==> src/rtl/ff_pkg.sv <==
// rtl/ff_pkg.sv - shared mode encoding for the ff_bank flip-flop channels
package ff_pkg;

  localparam int FF_MODE_W = 2;

  typedef enum logic [FF_MODE_W-1:0] {
    FF_D  = 2'd0,
    FF_SR = 2'd1,
    FF_JK = 2'd2,
    FF_T  = 2'd3
  } ff_mode_e;

endpackage

==> src/rtl/ff_cell.sv <==
// rtl/ff_cell.sv - next-state logic for one configurable D/SR/JK/T channel
module ff_cell
  import ff_pkg::*;
(
  input  ff_mode_e mode,
  input  logic     a,
  input  logic     b,
  input  logic     q,
  output logic     q_next,
  output logic     chg_next,
  output logic     illegal
);

  always_comb begin
    q_next  = q;
    illegal = 1'b0;
    case (mode)
      FF_D:  q_next = a;
      FF_SR: begin
        // S=R=1 is flagged but leaves q untouched
        if (a && b)   illegal = 1'b1;
        else if (a)   q_next  = 1'b1;
        else if (b)   q_next  = 1'b0;
      end
      FF_JK: begin
        case ({a, b})
          2'b10:   q_next = 1'b1;
          2'b01:   q_next = 1'b0;
          2'b11:   q_next = ~q;
          default: q_next = q;
        endcase
      end
      FF_T:    q_next = a ? ~q : q;
      default: q_next = q;
    endcase
  end

  assign chg_next = q_next ^ q;

endmodule

==> src/rtl/ff_bank.sv <==
// rtl/ff_bank.sv - N-channel run-time configurable flip-flop bank; FF_BANK_SR_ERR_EN enables sticky SR error flags
module ff_bank
  import ff_pkg::*;
#(
  parameter int            N         = 8,
  parameter logic [N-1:0]  RESET_VAL = '0
) (
  input  logic             clk,
  input  logic             reset_n,
  input  logic [N-1:0]     en,
  input  logic [2*N-1:0]   mode,
  input  logic [N-1:0]     a,
  input  logic [N-1:0]     b,
  input  logic             err_clr,
  output logic [N-1:0]     q,
  output logic [N-1:0]     q_bar,
  output logic [N-1:0]     chg,
  output logic [N-1:0]     err
);

  logic [N-1:0] q_q, q_d;
  logic [N-1:0] chg_q, chg_d;
  logic [N-1:0] q_nxt, chg_nxt, illegal;

  for (genvar i = 0; i < N; i++) begin : g_cell
    ff_cell u_cell (
      .mode     (ff_mode_e'(mode[FF_MODE_W*i +: FF_MODE_W])),
      .a        (a[i]),
      .b        (b[i]),
      .q        (q_q[i]),
      .q_next   (q_nxt[i]),
      .chg_next (chg_nxt[i]),
      .illegal  (illegal[i])
    );
  end

  // Disabled channels hold and never report a change
  assign q_d   = (en & q_nxt) | (~en & q_q);
  assign chg_d = en & chg_nxt;

  always_ff @(posedge clk or negedge reset_n) begin
    if (!reset_n) begin
      q_q   <= RESET_VAL;
      chg_q <= '0;
    end else begin
      q_q   <= q_d;
      chg_q <= chg_d;
    end
  end

`ifdef FF_BANK_SR_ERR_EN
  logic [N-1:0] err_q, err_d;

  // A new illegal input on the clear edge wins over err_clr
  assign err_d = (err_clr ? '0 : err_q) | (en & illegal);

  always_ff @(posedge clk or negedge reset_n) begin
    if (!reset_n) err_q <= '0;
    else          err_q <= err_d;
  end

  assign err = err_q;
`else
  logic unused_err_in;
  assign unused_err_in = err_clr ^ (|illegal);
  assign err = '0;
`endif

  assign q     = q_q;
  assign q_bar = ~q_q;
  assign chg   = chg_q;

endmodule
==> config.mk <==
export PLATFORM = sky130hd
export DESIGN_NAME = ff_bank
export DESIGN_NICKNAME = d
export VERILOG_FILES = /design/src/rtl/ff_pkg.sv /design/src/rtl/ff_cell.sv /design/src/rtl/ff_bank.sv
export SDC_FILE = /design/constraint.sdc
export NUM_CORES = 1
export LEC_CHECK = 0
export ABC_AREA = 1
export BUFFER_PORTS_ARGS = -buffer_cell sky130_fd_sc_hd__buf_2
export CORE_MARGIN = 3
export CORE_UTILIZATION = 30
export CTS_BUF_LIST = sky130_fd_sc_hd__clkbuf_4 sky130_fd_sc_hd__clkbuf_8 sky130_fd_sc_hd__clkbuf_16
export CTS_CLUSTER_SIZE = 10
export DETAILED_ROUTE_END_ITERATION = 16
export GPL_TIMING_DRIVEN = 0
export PLACE_DENSITY = 0.67
export SETUP_SLACK_MARGIN = 0.05
export SLEW_MARGIN = 5
export SYNTH_ARGS = -nofsm -noshare
export SYNTH_HDL_FRONTEND = slang
export SYNTH_SLANG_ARGS = --single-unit
==> constraint.sdc <==
create_clock -name clk -period 2.5 [get_ports clk]
set_clock_uncertainty 0.05 [all_clocks]
set_input_delay 0.125 -clock clk [delete_from_list [all_inputs] [get_ports clk]]
set_output_delay 0.125 -clock clk [all_outputs]
set_load 0.05 [all_outputs]
==> results.txt <==
----------------------------------------------------
[Outcome]
  Status ... completed

[Drt]
  Avg WL per Cell ... between 8 and 9 um
  Routed Antenna Nets ... 0
  Vias ... 1372
  Number of vias per cell after detailed routing ... 4.096
  Length of the first detailed-routing pass in iterations ... 4
  Post-route DRC ... 0
  Iteration-0 DRC Markers ... 24
  Detailed-route wire length ... 2.737 mm

[Timing]
  Final period utilization ... 0.4841
  Final setup TNS ... 0 ns
  Final number of max-transition violations ... 0
  Unrepaired setup endpoints after global routing ... no
  Endpoints failing setup ... 0
  Shortest period the worst path allows ... 1.210 ns
  Hold violation total from the final report ... 0
  Max Fclk ... slightly above 800 MHz

[Min path]
  Beginning of the worst hold path ... en[6]
  Class of the tightest hold or removal check ... in2reg

[Worst setup path]
  Arr. time, crit path ... around 1.0 ns
  Cells traversed along the worst timing path ... buf_4 > buf_2
  CP max stage cell ... sky130_fd_sc_hd__dfrtp_1
  Crit path required time ... 2.33 ns
  Buffers & Inverters on Critical Path ... 2
  Kind of start point of the critical path ... flip-flop
  Kind of cell adding the most delay to the critical path ... flip-flops
  Critical path peak fanout ... 5
  Worst stage delay on the critical path ... 0.42 ns
  Critical path class ... reg2out
  Kind of end point of the critical path ... output port

[Power and ir drop]
  Areal power density over the cells ... 569.8 nW/um2
  Static leakage ... 1.147 nW
  Worst ir drop on vdd ... 0.2023 mV

[Clock network]
  Max H-tree Level ... 1
  CTS sink cnt ... 16
  Max Buffers Root-to-Sink ... 2
  Clock-pin transition on the worst setup and hold timing paths ... 0.06 ns
  Clock tree from TritonCTS ... done
  Total of cells resized after clock tree synthesis ... 0
  Number of buffers created by CTS ... 3
  Insertion delay to the later sink of the worst-skew pair ... 0.24 ns
  Clock tree root buffer cell ... sky130_fd_sc_hd__clkbuf_8

[Cells and area]
  Antenna diode count ... 0
  Fin area ... 1821 um2
  Area growth from synthesis to final layout ... 34.35%
  Fraction of layout cells with a size suffix above 1 ... 0.4070
  Final #Nets ... 330

[Logic synthesis]
  #FFs+latches synth ... 16
  Top FF cell, synth ... sky130_fd_sc_hd__dfrtp_1
  Mapped Avg Cell Area ... 6.483 um2
  Yosys Warn Count ... 0
  Post-synth design cell area ... 1355 um2
  Share of synthesized area occupied by flip-flops and latches ... 0.2955
  Dominant cell by count in the synthesized netlist ... sky130_fd_sc_hd__nand2_1
  Number of instances in the synthesized netlist ... ~210
  Number of enable-type register cells in the synthesized netlist ... 0
  Top-area cell type share of the netlist area ... 0.2955
  Synth area leader ... sky130_fd_sc_hd__dfrtp_1
  Number of different library cells in the post-synthesis netlist ... 13
  Biggest area contributors in the synthesized netlist ... sky130_fd_sc_hd__dfrtp_1, sky130_fd_sc_hd__nand2_1, sky130_fd_sc_hd__inv_1, sky130_fd_sc_hd__buf_4, sky130_fd_sc_hd__nand3_1
  Share of flip-flops with an asynchronous set or reset after synthesis ... 1.000
  Most instantiated cells after synthesis ... sky130_fd_sc_hd__nand2_1, sky130_fd_sc_hd__inv_1, sky130_fd_sc_hd__buf_4, sky130_fd_sc_hd__dfrtp_1, sky130_fd_sc_hd__nand3_1

[Global routing]
  Wire length of the first global-routing pass ... 4.547 mm
  Overall global routing resource usage ... 0.1018
  Number of global-route vias before repair ... ~1.2k
  Antenna violations before repair ... 0
  Pin count of the biggest net entering global routing ... 17
  GR Overflow Total ... 0

[Die]
  Effective utilization at floorplan ... 0.3247
  Die Span X ... 73.21 um
  Vertical die dimension ... 73.21 um
  DIE AREA ... 5359 um2
  Number of top-level pins ... 75
  Core Box Area ... 4173 um2
  Placement row count ... 23

[Placed design]
  Placer's final routability congestion estimate ... 0.8039
  Placed Area ... roughly 1800 um2
  Number of I/O port buffers ... 65
  DP HPWL ... 2.414 mm

[Job]
  Number of violations of the max-capacitance limit ... 0

----------------------------------------------------
==> report_power, final <==
part / total (W) / internal, W / switching (W)
registers: 0.000325 / 0.000295 / 0.0000303
logic: 0.000528 / 0.000153 / 0.000375
clock network: 0.000184 / 0.000106 / 0.0000777
==> tightest hold or removal path: stages <==
cell	delay (ns)
sky130_fd_sc_hd__buf_2	0.10
sky130_fd_sc_hd__inv_1	0.07
sky130_fd_sc_hd__nor2_2	0.04
==> layout make-up <==
class / instances / area [um2]
fill: 437 / 2352
buffer: 16 / 120.1
timing repair buffer: 66 / 335.3
sequential: 16 / 400.4
multi-input combinational: 128 / 650.6
clock buffer: 3 / 41.29
tap: 50 / 62.56
inverter: 56 / 210.2
==> worst paths after layout <==
check	cells past startpoint	slack [ns]	to
setup / recovery	2	1.29	q[1]
hold / removal	3	0.08	chg[6]
setup reg to reg	6	1.51	chg[4]
hold reg to reg	2	0.51	flip-flop
max in group asynchronous	2	1.86	chg[1]
min in group asynchronous	2	0.28	chg[2]
==> kinds of logic after synthesis <==
logic type / after synthesis / share of synthesized area
other cells: 1 / 0.002767
compound gates: 8 / 0.05171
flops: 16 / 0.2955
simple gates: 112 / 0.4063
buf+inv: 72 / 0.2438
==> routing by layer <==
layer | global-route usage | up-vias | part of all wire
li1 | - | 749 | -
met1 | 0.1246 | 589 | 0.40
met3 | 0.02479 | 0 | 0.073
met4 | 0.006148 | 0 | 0
met5 | 0 | - | 0
met2 | 0.1867 | 34 | 0.53
==> through the flow <==
step / setup slack, ns / hold WS [ns] / power [W] / util / instances
final: 1.290 / 0.08364 / 0.001037 / 0.4363 / 335
after global routing: 1.237 / 0.08635 / 0.001113 / 0.4363 / 335
after CTS: 1.276 / 0.08015 / 0.001055 / 0.4363 / 335
after detailed placement: 1.512 / 0.008426 / 0.0008617 / 0.4240 / 331
after global placement: 1.525 / 0.006548 / 0.0008559 / 0.4240 / 331
after floorplan: 1.362 / -0.2206 / 0.0007312 / - / 216
==> what timing repair did <==
action / 4_1_cts / 5_1_grt
hold buffers: 1 / 0
buffers inserted: 0 / 0
endpoints found under the hold margin: 16 / 0
==> cell usage in the layout, fill, tap and decap left out <==
master | Yosys | routed
sky130_fd_sc_hd__buf_2 | 0 | 65
sky130_fd_sc_hd__nand2_1 | 56 | 56
sky130_fd_sc_hd__inv_1 | 48 | 48
sky130_fd_sc_hd__nand3_1 | 16 | 16
sky130_fd_sc_hd__dfrtp_1 | 16 | 16
sky130_fd_sc_hd__buf_4 | 16 | 16
sky130_fd_sc_hd__nand2_2 | 8 | 8
sky130_fd_sc_hd__clkinv_1 | 8 | 8
sky130_fd_sc_hd__nand3_2 | 8 | 8
sky130_fd_sc_hd__nor2_1 | 8 | 8
sky130_fd_sc_hd__o21ai_2 | 8 | 8
sky130_fd_sc_hd__nor2_2 | 8 | 8
sky130_fd_sc_hd__nand4_1 | 8 | 8
sky130_fd_sc_hd__conb_1 | 1 | 8
sky130_fd_sc_hd__clkbuf_8 | 0 | 3
sky130_fd_sc_hd__dlygate4sd3_1 | 0 | 1
No activity file was read; power rests on OpenSTA's default activity.
